File: src/rtl/fifo_uart_tx.sv
// ============================================================================
// Module  : fifo_uart_tx
// Purpose : Pops bytes from a synchronous FIFO read port and sends each one as
//           an LSB-first UART frame. Define PARITY_EN to add an even parity bit.
// Revision: 1.0
// ============================================================================
`default_nettype none

module fifo_uart_tx #(
  parameter int D_WIDTH      = 8,
  parameter int CLKS_PER_BIT = 104
) (
  input  logic               clk,
  input  logic               rst,
  input  logic               empty,
  input  logic [D_WIDTH-1:0] r_data,
  output logic               rd,
  output logic               tx,
  output logic               busy
);

  localparam int CW = $clog2(CLKS_PER_BIT);
  localparam int BW = (D_WIDTH > 1) ? $clog2(D_WIDTH) : 1;
  localparam logic [CW-1:0] C_BAUD_LAST = CW'(CLKS_PER_BIT - 1);
  localparam logic [BW-1:0] C_BIT_LAST  = BW'(D_WIDTH - 1);

  // Timed states are encoded at or above S_START so the baud counter gate is a compare.
  localparam logic [2:0] S_IDLE   = 3'd0;
  localparam logic [2:0] S_POP    = 3'd1;
  localparam logic [2:0] S_LOAD   = 3'd2;
  localparam logic [2:0] S_START  = 3'd3;
  localparam logic [2:0] S_DATA   = 3'd4;
  localparam logic [2:0] S_STOP   = 3'd5;
`ifdef PARITY_EN
  localparam logic [2:0] S_PARITY = 3'd6;
`endif

  logic [2:0]         state_q, state_d;
  logic [CW-1:0]      baud_q, baud_d;
  logic [BW-1:0]      bit_q, bit_d;
  logic [D_WIDTH-1:0] shift_q, shift_d;
  logic               tx_q, tx_d;
  logic               rd_q, rd_d;
  logic               busy_q, busy_d;
  logic               baud_end;
`ifdef PARITY_EN
  logic               parity_q, parity_d;
`endif

  assign baud_end = (baud_q == C_BAUD_LAST);

  always_ff @(posedge clk or negedge rst) begin
    if (!rst) begin
      state_q <= S_IDLE;
    end else begin
      state_q <= state_d;
    end
  end

  always_comb begin
    state_d = state_q;
    case (state_q)
      S_IDLE:  if (!empty) state_d = S_POP;
      S_POP:   state_d = S_LOAD;
      S_LOAD:  state_d = S_START;
      S_START: if (baud_end) state_d = S_DATA;
      S_DATA: begin
        if (baud_end && (bit_q == C_BIT_LAST)) begin
`ifdef PARITY_EN
          state_d = S_PARITY;
`else
          state_d = S_STOP;
`endif
        end
      end
`ifdef PARITY_EN
      S_PARITY: if (baud_end) state_d = S_STOP;
`endif
      // empty is only consulted here, so mid-frame FIFO activity cannot cause a pop.
      S_STOP:  if (baud_end) state_d = empty ? S_IDLE : S_POP;
      default: state_d = S_IDLE;
    endcase
  end

  always_comb begin
    baud_d  = '0;
    bit_d   = '0;
    shift_d = shift_q;
    if ((state_q >= S_START) && (state_d == state_q) && !baud_end) begin
      baud_d = baud_q + 1'b1;
    end
    if ((state_q == S_DATA) && (state_d == S_DATA)) begin
      bit_d = baud_end ? (bit_q + 1'b1) : bit_q;
    end
    if (state_q == S_LOAD) begin
      shift_d = r_data;
    end else if ((state_q == S_DATA) && baud_end) begin
      shift_d = shift_q >> 1;
    end
`ifdef PARITY_EN
    parity_d = (state_q == S_LOAD) ? ^r_data : parity_q;
`endif
    // Outputs are decoded from the next state so they register alongside it.
    case (state_d)
      S_START:  tx_d = 1'b0;
      S_DATA:   tx_d = shift_d[0];
`ifdef PARITY_EN
      S_PARITY: tx_d = parity_d;
`endif
      default:  tx_d = 1'b1;
    endcase
    rd_d   = (state_d == S_POP);
    busy_d = (state_d != S_IDLE);
  end

  always_ff @(posedge clk or negedge rst) begin
    if (!rst) begin
      baud_q   <= '0;
      bit_q    <= '0;
      shift_q  <= '0;
      tx_q     <= 1'b1;
      rd_q     <= 1'b0;
      busy_q   <= 1'b0;
`ifdef PARITY_EN
      parity_q <= 1'b0;
`endif
    end else begin
      baud_q   <= baud_d;
      bit_q    <= bit_d;
      shift_q  <= shift_d;
      tx_q     <= tx_d;
      rd_q     <= rd_d;
      busy_q   <= busy_d;
`ifdef PARITY_EN
      parity_q <= parity_d;
`endif
    end
  end

  assign tx   = tx_q;
  assign rd   = rd_q;
  assign busy = busy_q;

endmodule

`default_nettype wire

File: config.mk
export PLATFORM = sky130hd
export DESIGN_NAME = fifo_uart_tx
export DESIGN_NICKNAME = d
export VERILOG_FILES = /design/src/rtl/fifo_uart_tx.sv
export SDC_FILE = /design/constraint.sdc
export NUM_CORES = 1
export LEC_CHECK = 0
export ABC_AREA = 0
export BUFFER_PORTS_ARGS = -buffer_cell sky130_fd_sc_hd__buf_2
export CORE_MARGIN = 2
export CORE_UTILIZATION = 55
export DETAILED_ROUTE_END_ITERATION = 8
export PLACE_DENSITY = 0.87
export SYNTH_ARGS = -nofsm -noshare
export SYNTH_HDL_FRONTEND = slang
export SYNTH_SLANG_ARGS = --single-unit
export TNS_END_PERCENT = 1
File: constraint.sdc
create_clock -name clk -period 3.3 [get_ports clk]
set_input_delay 0.165 -clock clk [delete_from_list [all_inputs] [get_ports clk]]
set_output_delay 0.165 -clock clk [all_outputs]
set_load 0.005 [all_outputs]
### After elaboration in Yosys (flattened, before gate mapping)

Index checks and enable logic that the tools add are counted.

* flip-flop bits (word level): 24
* input port bits: 11
* output and inout bits: 3
* word-level logic and storage cells: 44

* add/sub/neg operators: 2
* order comparisons: 1
* eq/ne operators: 12
* muxes and demuxes: 12
* reductions and logical operators: 9

Operator list (count)
* $mux W3: 6
* $pmux W3 S6: 1
* $mux W8: 2
* $eq A3 B3 Y1 const B: 4
* $eq A3 B2 Y1 const B: 3
* $add A7 B1 Y7 const B: 1
* $eq A7 B7 Y1 const B: 1
* $mux W7: 1
* $eq A3 B1 Y1 const B: 2
* $logic_and A1 B1 Y1: 5
* $add A3 B1 Y3 const B: 1
* $eq A3 B3 Y1: 1
* $ge A3 B2 Y1 const B: 1
* $logic_not A3 Y1: 1
* $reduce_bool A3 Y1: 1
* $ne A2 B2 Y1 const B: 1
* $pmux W1 S2: 1
* $reduce_bool A2 Y1: 1
* $logic_not A1 Y1: 1
* $mux W1: 1

### Depth between registers and ports, before layout

* word-level depth: 8
* mapped depth: 6
* depth with buffers taken out: 6

### Worst setup path before layout

Ideal clock, no wire load.

* path type: register to register
* from: register baud_q[3]
* to: register shift_q[1]
* library setup time: 0.143 ns
* arrival time: 1.506 ns
* required time: 3.157 ns
* setup slack: 1.651 ns
* stages on the path, launching flop included: 6
* buffers on the path: 1
* clock period less this slack: 1.649 ns
* path through: dfrtp_1 or3b_4 or3_1 buf_6 mux2i_1 o21ai_0

* cells in the longest elaborated chain, start to end: 3

RTL lines
* start: declaration: RTL line 39 `logic [CW-1:0] baud_q, baud_d;`
* start signal: assignment: RTL line 128 `baud_q <= baud_d;`
* $eq A7 B7 Y1: RTL line 50 `assign baud_end = (baud_q == C_BAUD_LAST);`
* $logic_and A1 B1 Y1: RTL line 97 `end else if ((state_q == S_DATA) && baud_end) begin`
* $reduce_bool A2 Y1 (no line)
* end signal: assignment: RTL line 130 `shift_q <= shift_d;`
* end: declaration: RTL line 41 `logic [D_WIDTH-1:0] shift_q, shift_d;`

No other way between the ends.
A chain may end at the register's enable or synchronous reset.

### Worst setup path after layout

* from: register state_q[0]
* to: register shift_q[2]

* cells in the longest elaborated chain, start to end: 3
* elaborated cells between the ends (all ways): 5
* those cells by class: 2 x eq/ne; 1 x mux; 2 x reduce/logical

RTL lines
* start: declaration: RTL line 38 `logic [2:0] state_q, state_d;`
* start signal: assignment: RTL line 56 `state_q <= state_d;`
* $eq A3 B3 Y1: RTL line 97
* $logic_and A1 B1 Y1: RTL line 97
* $reduce_bool A2 Y1 (no line)

Parallel ways exist; a longest one is shown, timed or not.

==> flow_summary_export.csv <==
group,metric,value,unit
status,status,"complete, no violations",
floorplan,fp.dieW,50.1,um
cells_and_area,antenna_cells,0,
sta,finalClockSkew,9.83,ps
synth,syn_area,0.00117,mm2
global_routing,grtUsageMet3,3.03,%
detailed_routing,dr_total_vias,906,
power_and_ir_drop,power_leakage,0.622,nW
global_routing,grt_pass1_vias,888,
cts,cts_tree,"yes",
sta,fmax,506,MHz
detailed_routing,routed_wl,2310,um
synth,ys_ff_latch,24,
power_and_ir_drop,pwr-share-seq,56.8,%
floorplan,io_pins,14,
cells_and_area,fin_cells,157,
detailed_routing,routedWlPerCell,14.7,um
synth,ys_warn_count,0,
place,hpwlAfterDp,1530,um
power_and_ir_drop,vdd_drop_max,0.321,mV
cells_and_area,drive_above_1_share,15.4,%
floorplan,num_rows,16,
synth,synthCells,116,
cells_and_area,fill_cells,146,
global_routing,antenna_found_initial,0,
min_path,hold_class,"primary input to flop",
floorplan,start_util,59.0,%
cells_and_area,postLayoutCellArea,0.00131,mm2
cts,cts_htree_levels,1,
power_and_ir_drop,pwr_density_cell,405,mW/mm2
detailed_routing,via_per_inst,5.77,
power_and_ir_drop,power_switching_share,19.1,%
global_routing,grt_busiest_layer,"met2",
critical_path,worstPathArrival,2220,ps
place,dpl_cell_area,0.00125,mm2
place,globalplace.congestion,0.802,
cells_and_area,ff_latch_area,602,um2
sta,slew_headroom,64.7,%
cts,cts_buffers,3,
cts,clock_path_buffers,2,
sta,setup_violations,0,
cts,cts_num_sinks,24,
global_routing,overflow,0,
global_routing,gr-usage-met1,28.3,%
floorplan,dieArea,0.00251,mm2
critical_path,cp.required,3550,ps
critical_path,end_kind,"flop",
place,io_buffers,13,
floorplan,core_area,0.00198,mm2
sta,rsz0062_at_grt,"no",
cts,cts_root_buffer,"clkbuf_4",
detailed_routing,drt_iter0_drc,36,
critical_path,worstSetupPathType,"flop to flop",
synth,avgSynthCellArea,10.1,um2
synth,netlist-cell-type-count,32,
synth,yosys.area.top_type,"dfrtp_1",
synth,synth_area_leaders,"dfrtp_1 (49%), mux2i_1 (5.1%), nor2_1 (4.2%)",
power_and_ir_drop,power_switching,0.102,mW
critical_path,path_max_fanout,14,
cells_and_area,mostFrequentLayoutCell,"dfrtp_1",
sta,worst_pin_slew,530,ps
synth,synthFlopType,"dfrtp_1",
synth,async_flop_share,100,%
cells_and_area,areaGrowthSynthToFinish,12.2,%
cells_and_area,final_cell_mix,"dfrtp_1 (23), nor2_1 (13), buf_2 (13)",
detailed_routing,drc,0,
cts,clk_pin_slew,140,ps
cells_and_area,multi_input_area,542,um2
sta,tns,0,ps
synth,syn_nets,130,
floorplan,fp.dieH,50.1,um
power_and_ir_drop,finalPower,0.532,mW
sta,finalHoldViolations,0,
synth,synth_edf_count,0,
critical_path,cp-start-kind,"flop",
power_and_ir_drop,clkPwrFrac,39.8,%
cells_and_area,final_nets,145,
place,place_inst,152,
global_routing,grt_max_degree,25,
detailed_routing,drtAntennaViolNets,0,
detailed_routing,drtPass1Iterations,4,
cts,cts_resized,0,
power_and_ir_drop,pwr-share-comb,3.4,%
sta,slew_violations,0,
sta,period_share,59.9,%
synth,seq_area_frac_synth,51.4,%
global_routing,grt_use_total,21.7,%
sta,post-route-min-period,1980,ps
synth,synth_top_cell_area_share,49.2,%
power_and_ir_drop,p_int,0.430,mW
global_routing,use_met2,34.4,%
flow_run,max_cap_viol_count,0,
cts,insertion_delay,320,ps
global_routing,grt_pass1_wl,4010,um
per-layer routing:
metal	share of wire, %	up-vias	wire length [um]
li1	-	439	-
met1	45	430	1030
met2	48	30	1110
met3	4.2	7	98
met4	2.8	0	65
met5	0	-	0
cells by family (layout without fill, tap and decap cells):
kind of cell / count (synthesis) / count (layout) / share of synthesized area (%)
XOR/XNOR: 5 / 5 / 3.74
AO/OA/AOI/OAI: 26 / 26 / 13.5
AND/OR/NAND/NOR: 47 / 47 / 20.7
buffers and inverters: 5 / 19 / 2.25
flip-flops: 24 / 24 / 51.4
multiplexers: 6 / 6 / 5.13
adder cells (fa/ha/maj): 3 / 3 / 3.21
state kept, by name, indices dropped and copies added, names as in the netlist:
signal / count
baud_q: 7
bit_q: 3
busy: 1
rd: 1
shift_q: 8
state_q: 3
tx: 1
cell usage after synthesis (2+ instances only):
cell	instances
dfrtp_1	23
nor2_1	13
nand2_1	12
o21ai_0	9
mux2i_1	6
a21oi_1	5
nand3_1	5
nor3b_1	5
clkbuf_1	4
ha_1	3
xnor2_1	3
a31oi_1	2
and3_1	2
nor2b_1	2
nor3_1	2
o21bai_1	2
o31ai_1	2
xor2_1	2
stage by stage:
step | worst slack (ps) | utilization (%) | hold slack [ps]
detailed placement | 1380 | 63.1 | 166
global placement | 1440 | 63.1 | 164
CTS | 1320 | 66.2 | 13.2
floorplan | 1650 | - | -131
finish | 1320 | 66.2 | 20.1
global route | 1190 | 66.2 | 19.7
worst max-delay path, cell delays in order (launching register included):
cell     delay, ps
dfrtp_1        550
or3b_1         510
or3_1          510
mux2i_1        170
o21ai_0        170
power by group through the flow:
stage               combinational [mW]  clock, mW  sequential [mW]
finish                          0.0180      0.212            0.302
global route                    0.0213      0.227            0.303
CTS                             0.0186      0.214            0.302
detailed placement              0.0175          0            0.307
global placement                0.0168          0            0.307
floorplan                      0.00489          0            0.306
repair_timing:
item                      CTS  global route
hold endpoints to repair   23             0
setup buffers               0             0
hold buffers                1             0
path summary, 6_finish.rpt:
check | slack [ps] | cells after the start | from | to
min in group asynchronous | 340 | 2 | rst | shift_q[3]
max | 1320 | 4 | state_q[0] | shift_q[2]
max in group asynchronous | 2600 | 2 | rst | tx
min reg2reg | 470 | 1 | baud_q[0] | baud_q[0]
max reg2reg | 1320 | 4 | state_q[0] | shift_q[2]
min | 20 | 2 | empty | rd
layout make-up:
cell class / count / area share, %
flip-flops and latches: 24 / 45.9
multi-input cells: 87 / 41.3
repair buffers: 15 / 6.29
well taps: 27 / 2.57
clock inverters: 1 / 2.29
clock buffers: 3 / 1.72
(Power assumes the default switching activity.)
